==> config.mk <==
export PLATFORM = sky130hd
export DESIGN_NAME = waveform_fetch_ctrl_flat
export DESIGN_NICKNAME = d
export VERILOG_FILES = /design/src/rtl/waveform_fetch_ctrl_pkg.sv /design/src/rtl/waveform_fetch_ctrl_if.sv /design/src/rtl/waveform_fetch_ctrl_skid.sv /design/src/rtl/waveform_fetch_ctrl.sv /design/src/flat_wrapper.sv
export SDC_FILE = /design/constraint.sdc
export NUM_CORES = 1
export LEC_CHECK = 0
export ABC_AREA = 1
export BUFFER_PORTS_ARGS = -buffer_cell sky130_fd_sc_hd__buf_2
export CAP_MARGIN = 10
export CORE_MARGIN = 2
export CORE_UTILIZATION = 25
export CTS_CLUSTER_SIZE = 14
export DETAILED_ROUTE_END_ITERATION = 8
export GPL_TIMING_DRIVEN = 0
export SKIP_CTS_REPAIR_TIMING = 1
export SYNTH_ARGS = -nofsm -noshare
export SYNTH_HDL_FRONTEND = slang
export SYNTH_SLANG_ARGS = --single-unit
==> constraint.sdc <==
create_clock -name clk -period 4.2 [get_ports clk]
set_clock_uncertainty 0.05 [all_clocks]
set_input_delay 0.63 -clock clk [delete_from_list [all_inputs] [get_ports clk]]
set_output_delay 0.63 -clock clk [all_outputs]
set_load 0.01 [all_outputs]
==> src/rtl/waveform_fetch_ctrl_pkg.sv <==
// Shared types and constants for the waveform ROM fetch sequencer.
// Used by waveform_fetch_ctrl, its skid buffer and the bus interface.
package picomips_wave_pkg;

    localparam int WAVE_ADDR_W = 8;
    localparam int WAVE_DATA_W = 8;
    localparam int WAVE_LEN_W  = 9;

    typedef logic [WAVE_ADDR_W-1:0] wave_addr_t;
    typedef logic [WAVE_DATA_W-1:0] wave_data_t;

    typedef enum logic [1:0] {
        IDLE,
        FETCH,
        DRAIN,
        FIN
    } fetch_state_e;

    // A new read may go out only if it still fits in the 2-entry buffer
    // once the in-flight read and this cycle's pop are accounted for.
    function automatic logic can_issue(
        input logic [1:0] occ,
        input logic       infl,
        input logic       pop
    );
        return ({1'b0, occ} + {2'b00, infl}) < (3'd2 + {2'b00, pop});
    endfunction

endpackage

==> src/rtl/waveform_fetch_ctrl_if.sv <==
// Bus bundle for waveform_fetch_ctrl: control, ROM port and sample stream.
// master = environment (CPU, ROM, consumer); slave = the sequencer.
interface waveform_fetch_if
    import picomips_wave_pkg::*;
#(
    parameter int ADDR_W = WAVE_ADDR_W,
    parameter int DATA_W = WAVE_DATA_W,
    parameter int LEN_W  = WAVE_LEN_W
);

    logic              start;
    logic [ADDR_W-1:0] base_addr;
    logic [LEN_W-1:0]  len;
    logic              loop;
    logic              abort;
    logic [ADDR_W-1:0] rom_addr;
    logic [DATA_W-1:0] rom_data;
    logic              out_valid;
    logic [DATA_W-1:0] out_data;
    logic              out_ready;
    logic              busy;
    logic              done;

    modport master (
        output start, base_addr, len, loop, abort,
        output rom_data, out_ready,
        input  rom_addr, out_valid, out_data, busy, done
    );

    modport slave (
        input  start, base_addr, len, loop, abort,
        input  rom_data, out_ready,
        output rom_addr, out_valid, out_data, busy, done
    );

endinterface

==> src/rtl/waveform_fetch_ctrl_skid.sv <==
// wave_skid_buf: 2-entry valid/ready FIFO with occupancy output and
// synchronous flush; head entry drives the output directly.
module wave_skid_buf
    import picomips_wave_pkg::*;
#(
    parameter int DATA_W = WAVE_DATA_W
)
(
    input  logic              clk,
    input  logic              rst,
    input  logic              i_flush,
    input  logic              i_push,
    input  logic [DATA_W-1:0] i_push_data,
    input  logic              i_pop,
    output logic              o_valid,
    output logic [DATA_W-1:0] o_data,
    output logic [1:0]        o_count
);

    logic [DATA_W-1:0] r_mem0;
    logic [DATA_W-1:0] r_mem1;
    logic              r_rd;
    logic              r_wr;
    logic [1:0]        r_count;
    logic              w_push;
    logic              w_pop;

    assign w_pop  = i_pop & (r_count != 2'd0);
    assign w_push = i_push & ((r_count != 2'd2) | w_pop);

    always_ff @(posedge clk or posedge rst) begin
        if (rst) begin
            r_mem0  <= '0;
            r_mem1  <= '0;
            r_rd    <= 1'b0;
            r_wr    <= 1'b0;
            r_count <= 2'd0;
        end else if (i_flush) begin
            r_rd    <= 1'b0;
            r_wr    <= 1'b0;
            r_count <= 2'd0;
        end else begin
            if (w_push) begin
                if (r_wr) begin
                    r_mem1 <= i_push_data;
                end else begin
                    r_mem0 <= i_push_data;
                end
                r_wr <= ~r_wr;
            end
            if (w_pop) begin
                r_rd <= ~r_rd;
            end
            case ({w_push, w_pop})
                2'b10:   r_count <= r_count + 2'd1;
                2'b01:   r_count <= r_count - 2'd1;
                default: r_count <= r_count;
            endcase
        end
    end

    assign o_valid = (r_count != 2'd0);
    assign o_data  = r_rd ? r_mem1 : r_mem0;
    assign o_count = r_count;

endmodule

==> src/rtl/waveform_fetch_ctrl.sv <==
// waveform_fetch_ctrl: streams W[base..base+len-1] from a sync ROM onto a
// valid/ready port. Define WAVEFORM_FETCH_LOOP_EN for continuous playback.
module waveform_fetch_ctrl
    import picomips_wave_pkg::*;
#(
    parameter int ADDR_W = WAVE_ADDR_W,
    parameter int DATA_W = WAVE_DATA_W,
    parameter int LEN_W  = WAVE_LEN_W
)
(
    input  logic             clk,
    input  logic             rst,
    waveform_fetch_if.slave  bus
);

    fetch_state_e      r_state;
    logic [ADDR_W-1:0] r_addr;
    logic [LEN_W-1:0]  r_remain;
    logic              r_inflight;
    logic              r_busy;
    logic              r_done;
`ifdef WAVEFORM_FETCH_LOOP_EN
    logic [ADDR_W-1:0] r_base;
    logic [LEN_W-1:0]  r_len;
    logic              r_loop;
`endif

    logic              w_valid;
    logic [DATA_W-1:0] w_data;
    logic [1:0]        w_count;
    logic              w_pop;
    logic              w_issue;
    logic              w_last;
    logic              w_empty_next;

    assign w_pop   = w_valid & bus.out_ready;
    assign w_issue = (r_state == FETCH) && can_issue(w_count, r_inflight, w_pop);
    assign w_last  = (r_remain == LEN_W'(1));

    // Leave DRAIN on the edge that empties the buffer, so done lands one
    // cycle after the final handshake.
    assign w_empty_next = !r_inflight &&
                          ((w_count == 2'd0) || ((w_count == 2'd1) && w_pop));

    wave_skid_buf #(
        .DATA_W (DATA_W)
    ) u_skid (
        .clk         (clk),
        .rst         (rst),
        .i_flush     (bus.abort),
        .i_push      (r_inflight),
        .i_push_data (bus.rom_data),
        .i_pop       (w_pop),
        .o_valid     (w_valid),
        .o_data      (w_data),
        .o_count     (w_count)
    );

    always_ff @(posedge clk or posedge rst) begin
        if (rst) begin
            r_state    <= IDLE;
            r_addr     <= '0;
            r_remain   <= '0;
            r_inflight <= 1'b0;
            r_busy     <= 1'b0;
            r_done     <= 1'b0;
`ifdef WAVEFORM_FETCH_LOOP_EN
            r_base     <= '0;
            r_len      <= '0;
            r_loop     <= 1'b0;
`endif
        end else begin
            r_done     <= 1'b0;
            r_inflight <= w_issue;
            if (bus.abort) begin
                r_state    <= IDLE;
                r_inflight <= 1'b0;
                r_busy     <= 1'b0;
            end else begin
                case (r_state)
                    IDLE: begin
                        if (bus.start) begin
                            r_busy   <= 1'b1;
                            r_addr   <= bus.base_addr;
                            r_remain <= bus.len;
`ifdef WAVEFORM_FETCH_LOOP_EN
                            r_base   <= bus.base_addr;
                            r_len    <= bus.len;
                            r_loop   <= bus.loop;
`endif
                            r_state  <= (bus.len == '0) ? FIN : FETCH;
                        end
                    end
                    FETCH: begin
                        if (w_issue) begin
                            r_addr   <= r_addr + ADDR_W'(1);
                            r_remain <= r_remain - LEN_W'(1);
                            if (w_last) begin
`ifdef WAVEFORM_FETCH_LOOP_EN
                                if (r_loop) begin
                                    r_addr   <= r_base;
                                    r_remain <= r_len;
                                end else begin
                                    r_state  <= DRAIN;
                                end
`else
                                r_state <= DRAIN;
`endif
                            end
                        end
                    end
                    DRAIN: begin
                        if (w_empty_next) begin
                            r_state <= FIN;
                        end
                    end
                    FIN: begin
                        r_state <= IDLE;
                        r_busy  <= 1'b0;
                        r_done  <= 1'b1;
                    end
                    default: r_state <= IDLE;
                endcase
            end
        end
    end

    assign bus.rom_addr  = r_addr;
    assign bus.out_valid = w_valid;
    assign bus.out_data  = w_data;
    assign bus.busy      = r_busy;
    assign bus.done      = r_done;

endmodule

==> src/flat_wrapper.sv <==
// flat-port wrapper written by rule: the top's interface ports become plain ports
module waveform_fetch_ctrl_flat import picomips_wave_pkg::*;
#(
    parameter int ADDR_W = WAVE_ADDR_W,
    parameter int DATA_W = WAVE_DATA_W,
    parameter int LEN_W  = WAVE_LEN_W
)
  (clk, rst, bus_start, bus_base_addr, bus_len, bus_loop, bus_abort, bus_rom_data, bus_out_ready, bus_rom_addr, bus_out_valid, bus_out_data, bus_busy, bus_done);
  waveform_fetch_if #(.ADDR_W(ADDR_W), .DATA_W(DATA_W), .LEN_W(LEN_W)) bus_i ();
  input  logic clk;
  input  logic rst;
  input wire logic [$bits(bus_i.start)-1:0] bus_start;
  input wire logic [$bits(bus_i.base_addr)-1:0] bus_base_addr;
  input wire logic [$bits(bus_i.len)-1:0] bus_len;
  input wire logic [$bits(bus_i.loop)-1:0] bus_loop;
  input wire logic [$bits(bus_i.abort)-1:0] bus_abort;
  input wire logic [$bits(bus_i.rom_data)-1:0] bus_rom_data;
  input wire logic [$bits(bus_i.out_ready)-1:0] bus_out_ready;
  output wire logic [$bits(bus_i.rom_addr)-1:0] bus_rom_addr;
  output wire logic [$bits(bus_i.out_valid)-1:0] bus_out_valid;
  output wire logic [$bits(bus_i.out_data)-1:0] bus_out_data;
  output wire logic [$bits(bus_i.busy)-1:0] bus_busy;
  output wire logic [$bits(bus_i.done)-1:0] bus_done;
  assign bus_i.start = bus_start;
  assign bus_i.base_addr = bus_base_addr;
  assign bus_i.len = bus_len;
  assign bus_i.loop = bus_loop;
  assign bus_i.abort = bus_abort;
  assign bus_i.rom_data = bus_rom_data;
  assign bus_i.out_ready = bus_out_ready;
  assign bus_rom_addr = bus_i.rom_addr;
  assign bus_out_valid = bus_i.out_valid;
  assign bus_out_data = bus_i.out_data;
  assign bus_busy = bus_i.busy;
  assign bus_done = bus_i.done;
  waveform_fetch_ctrl #(.ADDR_W(ADDR_W), .DATA_W(DATA_W), .LEN_W(LEN_W)) u_core (.clk(clk), .rst(rst), .bus(bus_i));
endmodule
==> qor.csv, run 1 <==
stage;metric;value;unit
synthesis;mean post-synth cell area;7.132;um2
synthesis;area share of xor/xnor cells in the synthesized design;0;%
timing;crit share post-route;54.19;%
worst_setup_path;CP max stage cell;clkbuf_1;
grt;Overall Global Routing Usage;12.14;%
placed_design;DP Cell Count;538;
floorplan;core area;0.009819;mm2
synthesis;Cells after Synth;357;
synthesis;Post-Syn Nets;400;
timing;count of final hold-check violations;0;
timing;fmax;439.4;MHz
hold_path;HP Class;input port to async pin;
worst_setup_path;crit-path max FO;10;
synthesis;post-synthesis sequential area ratio;41.28;%
clocking;Max clock buf depth;2;
clocking;H-tree depth;2;
routing;final WL;6256;um
floorplan;die footprint;0.01101;mm2
finish;nets;455;
clocking;Clk pin slew, worst setup/hold paths;0.09;ns
routing;antenna-violating nets left;0;
timing;pins over their slew limit;0;
finish;final std cells w/o fill;546;
finish;most common cell after layout, fill and taps aside;nand2_1;
power_and_ir_drop;worst vdd ir;0.0002326;V
job;maxcap violations;0;
timing;final setup TNS;0;ns
clocking;CTS tree;yes;
routing;Iter 0 DRT Violations;129;
synthesis;Synth Cell Area;0.002546;mm2
clocking;# clock sinks;42;
run_status;status;completed;
worst_setup_path;critical path class;flip-flop to output port;
finish;Area Growth Syn to Fin;20.10;%
synthesis;post-synthesis register bit count;42;
timing;RSZ-0062 raised after global routing;no;
worst_setup_path;Critical Path End Type;output port;
power_and_ir_drop;P per Cell Area;630.7;mW/mm2
placed_design;placer's final routability congestion estimate;0.8030;
synthesis;largest family of logic cells by synthesized area;simple AND/OR/NAND/NOR gates;
grt;largest net degree at the start of global routing;38;
routing;Vias/cell;4.352;
worst_setup_path;CP max stage delay;0.43;ns
synthesis;Synth Area in Compound Gates;8.256;%
timing;worst setup margin;1.924;ns
synthesis;Unique masters post-synth;25;
grt;grt ovf;0;
routing;DRT Pass-1 Iters;4;
worst_setup_path;Startpoint Class;flip-flop;
power_and_ir_drop;Leakage;0.001680;uW
clocking;Root Driver;clkbuf_8;
floorplan;DIE HEIGHT;104.9;um
grt;vias in the first global route;2303;
worst_setup_path;critical path, cell by cell;clkbuf_1 -> mux2_2 -> buf_2;
worst_setup_path;Worst EP required;3.52;ns
placed_design;Detail Placement HPWL;4627;um
placed_design;Post-Place Setup Slack;2.231;ns
finish;area of the multi-input gates;0.001282;mm2
finish;area occupied by registers;0.001051;mm2
finish;final antenna diode count;0;
synthesis;post-synthesis simple-gate area fraction;32.68;%
finish;most frequent cells in the layout;nand2_1, buf_2, dfrtp_1;
floorplan;Top Ports;50;
floorplan;Row Count;36;
routing;Via Count;2376;
worst_setup_path;CP arrival;1.60;ns
placed_design;Port Buffers;47;
timing;Final Setup Violations;0;
floorplan;Die W;104.9;um
clocking;CTS buffer count;5;
timing;Tmin final;2.276;ns
synthesis;multiplexer share of the synthesized area;3.538;%
timing;actual slew at the worst max-slew pin;0.5515;ns
synthesis;post-synthesis adder-cell area fraction;5.897;%
routing;Residual DRC;0;
synthesis;yosys warns;0;
finish;share of cells above drive strength 1;19.13;%
timing;Slew headroom;63.23;%
routing;DR WL/cell;11.46;um
grt;initial antenna violation count;1;
finish;# fillers;1103;
grt;first-pass GRT wire length;10910;um
clocking;clk_lat worst skew;0.30;ns
floorplan;Initial Utilization;25.93;%
[report_power, final]
| part | leakage [uW] | switching, uW | total (uW) | internal, uW |
|---|---|---|---|---|
| combinational | 0.00109 | 600 | 975 | 375 |
| clock | 0.0000441 | 154 | 271 | 117 |
| sequential | 0.000542 | 129 | 683 | 554 |
[cells by family after synthesis]
family | Yosys count
flops | 42
fa+ha+maj | 12
simple gates | 205
buf+inv | 53
mux | 8
compound gates | 37
[metrics by stage]
| step | total power [uW] | area (um2) | hold WS [ns] | utilization (%) |
|---|---|---|---|---|
| finish | 1929 | 3058 | 0.1565 | 31.14 |
| global route | 2149 | 3058 | 0.1549 | 31.14 |
| CTS | 1954 | 3058 | 0.1502 | 31.14 |
| detailed placement | 1672 | 2968 | 0.4238 | 30.22 |
| global placement | 1651 | 2948 | 0.4107 | 30.02 |
| floorplan | 1383 | 2546 | 0.3976 | - |
[worst max-delay path: cells and delay by family, from the launching register on]
| kind | cells | cell delay [ns] |
|---|---|---|
| buffers and inverters | 2 | 0.57 |
| muxes | 1 | 0.41 |
| DFF | 1 | 0.32 |
[state kept, by name (all words and copies together) (netlist names)]
name	flops
u_core.u_skid.r_wr	1
u_core.r_inflight	1
u_core.bus.busy	1
u_core.u_skid.o_count	2
u_core.r_state	2
u_core.u_skid.r_rd	1
u_core.bus.rom_addr	8
u_core.r_remain	9
u_core.bus.done	1
u_core.u_skid.r_mem1	8
u_core.u_skid.r_mem0	8
[path summary, 6_finish.rpt]
| path | start | endpoint | slack [ns] | cells past startpoint |
|---|---|---|---|---|
| max | u_core.u_skid.r_rd | bus_out_data[1] | 1.92 | 3 |
| min | rst | u_core.u_skid.r_mem1[2] | 0.16 | 2 |
| max reg2reg | u_core.u_skid.o_count[0] | u_core.u_skid.r_mem0[7] | 2.26 | 9 |
| min reg2reg | u_core.u_skid.r_mem0[1] | u_core.u_skid.r_mem0[1] | 0.44 | 2 |
| max in group asynchronous | rst | u_core.bus.rom_addr[4] | 3.51 | 3 |
| min in group clk | u_core.u_skid.r_mem0[1] | u_core.u_skid.r_mem0[1] | 0.44 | 2 |
[synthesized netlist by cell type]
cell      number  area, um2
o21a_1         1      7.510
nand3b_1       1      7.510
inv_2          3      11.26
o21ai_0       25      125.1
a211oi_1       1      7.510
nand3_1       24      120.1
nand4_1        5      31.28
inv_1         40      150.1
mux2_2         8      90.09
buf_4          1      7.510
nor2_1        25      93.84
buf_6          1      11.26
nor2_2         1      6.260
a21oi_1        6      30.03
buf_2          2      10.01
nand2_1      145      544.3
or2_2          2      12.51
clkbuf_1       6      22.52
dfrtp_1       42       1051
nand2_2        1      6.260
a21oi_2        1      8.760
ha_1          12      150.1
a21oi_4        1      16.27
o21bai_1       2      15.01
nand3_2        1      10.01
[metal layers]
layer | vias up | GRT usage, % | share of wire (%)
li1 | 1228 | - | -
met1 | 1087 | 16.34 | 48
met2 | 52 | 19.90 | 46
met3 | 7 | 3.182 | 5.6
met4 | 2 | 2.000 | 0.54
met5 | - | 0 | 0.21
[cell type report]
cell class / instances / share of cell area (%)
Clock buffer: 5 / 2.250
Clock inverter: 3 / 0.6956
Timing Repair Buffer: 48 / 8.347
Multi-Input combinational cell: 262 / 41.94
Tap cell: 133 / 5.442
Inverter: 43 / 5.278
Buffer: 10 / 1.678
Sequential cell: 42 / 34.37
Power figures use the tool's default switching activity.
==> run 2: changes to the inputs <==
- ABC_AREA: 1 -> 0
- clock period: 4.2 -> 2 ns (I/O delays scaled with it)
==> run 2 against run 1 <==
Against the previous run: die area down 3.7%; sequential cell count stayed put; register-to-register slack worse by 2.3 ns; synthesized cell count down 32%; largest cell class unchanged; count of clock-buffer cells in the layout is the same; core utilization up 0.61 points; synthesized area is 3.9% lower; non-clock buffer count rose by 3; sequential share of layout area grew 0.053 points; cell count decreased by 20%; the flow now finishes with violations (negative setup slack); worst setup slack lost 2.0 ns; clock power rose by 110%.
==> qor.csv, run 2 <==
stage;metric;value;unit;change
run_status;status;complete, but fails checks;;
run_status;failing checks;negative setup slack;;
routing;Residual DRC;0;;unchanged
timing;Final Setup Violations;19;;+19
finish;most common cell after layout, fill and taps aside;buf_2;;
timing;worst setup margin;-0.07736;ns;-2.001 ns
power_and_ir_drop;P per Cell Area;1371;mW/mm2;+120%
synthesis;yosys warns;0;;unchanged
routing;DRT Pass-1 Iters;4;;unchanged
worst_setup_path;crit-path max FO;4;;-6
hold_path;HP Class;input port to flip-flop;;
clocking;Clk pin slew, worst setup/hold paths;0.09;ns;about the same
grt;initial antenna violation count;0;;-1
worst_setup_path;CP arrival;2.26;ns;+0.66 ns
synthesis;async set-reset flop share out of synthesis;100.0;%;unchanged
grt;Overall Global Routing Usage;11.72;%;-0.41 points
clocking;Root Driver;clkbuf_8;;
synthesis;post-synthesis sequential area ratio;42.94;%;+1.7 points
clocking;CTS buffer count;5;;unchanged
worst_setup_path;CP max stage cell;dfrtp_1;;
finish;Top reg by flops;u_core.r_remain;;
timing;RSZ-0062 raised after global routing;yes;;
worst_setup_path;critical path class;flip-flop to flip-flop;;
routing;antenna-violating nets left;0;;unchanged
finish;max reg flops;9;;unchanged
placed_design;Port Buffers;48;;+2.1%
timing;actual slew at the worst max-slew pin;0.5414;ns;-0.01013 ns
synthesis;Synth top area share;42.94;%;+1.7 points
floorplan;Initial Utilization;25.39;%;-0.54 points
synthesis;Synth Cell Area;0.002447;mm2;-3.9%
finish;Area Growth Syn to Fin;25.05;%;
worst_setup_path;Startpoint Class;flip-flop;;
timing;Slew headroom;63.91;%;+0.68 points
placed_design;Detail Placement HPWL;4412;um;-4.6%
synthesis;Post-Syn Nets;286;;-28%
floorplan;die footprint;0.01060;mm2;-3.7%
floorplan;Top Ports;50;;unchanged
worst_setup_path;critical path, cell by cell;inv_1 -> ha_2 -> or3b_4 -> a21bo_4 -> a21oi_4 -> buf_6 -> nor2_1 -> nor3_1;;
timing;fmax;481.4;MHz;
grt;grt ovf;0;;unchanged
synthesis;mean post-synth cell area;10.07;um2;+41%
finish;final std cells w/o fill;439;;-20%
routing;DR WL/cell;13.43;um;+17%
power_and_ir_drop;worst vdd ir;0.0002967;V;+28%
clocking;Max clock buf depth;2;;unchanged
synthesis;top post-synthesis cells by area;dfrtp_1, mux2_2, ha_1;;
routing;Iter 0 DRT Violations;91;;-29%
routing;Via Count;2003;;-16%
grt;vias in the first global route;1969;;-15%
synthesis;most frequent cell after synthesis;dfrtp_1;;
routing;final WL;5895;um;-5.8%
clocking;# clock sinks;42;;unchanged
clocking;CTS tree;yes;;
finish;final antenna diode count;0;;unchanged
worst_setup_path;delay-heaviest family, CP;simple AND/OR/NAND/NOR gates;;
floorplan;DIE HEIGHT;102.9;um;-1.9%
power_and_ir_drop;Leakage;0.001364;uW;-19%
synthesis;Top FF cell, synth;dfrtp_1;;
finish;# fillers;1043;;-5.4%
floorplan;Row Count;36;;unchanged
synthesis;Unique masters post-synth;44;;+76%
placed_design;placer's final routability congestion estimate;0.7805;;-2.8%
finish;nets;348;;-24%
timing;count of final hold-check violations;0;;unchanged
worst_setup_path;Critical Path End Type;flip-flop;;
timing;pins over their slew limit;0;;unchanged
grt;first-pass GRT wire length;9687;um;-11%
floorplan;core area;0.009639;mm2;-1.8%
timing;final setup TNS;-0.6219;ns;-0.6219 ns
clocking;clk_lat worst skew;0.30;ns;about the same
synthesis;biggest area consumer among synthesized cells;dfrtp_1;;
worst_setup_path;WP buf/inv;2;;unchanged
clocking;H-tree depth;2;;unchanged
finish;most frequent cells in the layout;buf_2, dfrtp_1, mux2_2;;
synthesis;Cells after Synth;243;;-32%
worst_setup_path;Worst EP required;2.18;ns;-1.34 ns
job;maxcap violations;0;;unchanged
worst_setup_path;CP max stage delay;0.42;ns;about the same
routing;Vias/cell;4.563;;+4.8%
finish;share of cells above drive strength 1;36.93;%;+18 points
timing;Tmin final;2.077;ns;
synthesis;number of flops mapped to enable cells by yosys;0;;unchanged
placed_design;DP Cell Count;425;;-21%
synthesis;post-synthesis register bit count;42;;unchanged
floorplan;Die W;102.9;um;-1.9%
synthesis;Post-synth top cells;dfrtp_1, mux2_2, nor2_1;;
timing;crit share post-route;103.9;%;
grt;largest net degree at the start of global routing;25;;-34%
## run 2: cells by family after synthesis
group	Yosys count	synth area share [%]
flip-flops	42	42.94
AND/OR/NAND/NOR	83	17.54
buffers and inverters	19	3.885
multiplexers	28	12.68
adder cells (fa/ha/maj)	12	6.135
XOR/XNOR	3	1.074
AO/OA/AOI/OAI	56	15.75
## run 2: power breakdown
part	total (uW)	switching, uW	internal [uW]
sequential	1530	339	1190
combinational	2090	1090	1000
clock	579	329	250
## run 2: cell type report
type | count | area (um2) | area share [%]
Tap cell | 133 | 166.4 | 5.437
Buffer | 5 | 47.55 | 1.554
Multi-Input combinational cell | 182 | 1321 | 43.17
Timing Repair Buffer | 56 | 330.3 | 10.79
Sequential cell | 42 | 1054 | 34.42
Inverter | 13 | 48.80 | 1.594
Clock buffer | 5 | 68.82 | 2.249
Clock inverter | 3 | 23.77 | 0.7768
## run 2: per-layer routing
layer	vias to the layer above	track usage (%)	share of wire, %
met5	-	0	0
met1	958	15.45	47
li1	998	-	-
met4	0	4.858	1.8
met3	8	2.644	4.1
met2	39	18.58	47
## run 2: path summary, 6_finish.rpt
kind / start / to / slack (ns) / cells past startpoint
max reg2reg: u_core.u_skid.o_count[0] / u_core.bus.rom_addr[5] / -0.08 / 8
max: u_core.u_skid.o_count[0] / u_core.bus.rom_addr[5] / -0.08 / 8
min: bus_rom_data[5] / u_core.u_skid.r_mem1[5] / 0.19 / 2
min in group asynchronous: rst / u_core.r_state[0] / 0.50 / 3
max in group asynchronous: rst / u_core.r_inflight / 0.91 / 4
min reg2reg: u_core.u_skid.r_mem0[0] / u_core.u_skid.r_mem0[0] / 0.46 / 1
## run 2: stage by stage
stage / instance area (um2) / hold WS [ns] / power, uW / utilization [%] / setup slack [ns]
finish: 3060 / 0.1889 / 4196 / 31.75 / -0.07736
global placement: 2854 / 0.4312 / 3465 / 29.61 / -0.1521
global route: 3060 / 0.1795 / 4573 / 31.75 / -0.1521
detailed placement: 2882 / 0.3159 / 3546 / 29.89 / -0.1837
CTS: 2974 / -0.02757 / 4141 / 30.85 / -0.2000
floorplan: 2447 / 0.4006 / 2943 / - / 0.07578
## run 2: worst reg2reg max path, delay by kind of cell (launching register included)
kind | cells | cell delay, ns
buf+inv | 2 | 0.23
fa+ha+maj | 1 | 0.21
compound gates | 2 | 0.47
simple gates | 3 | 0.64
flops | 1 | 0.42
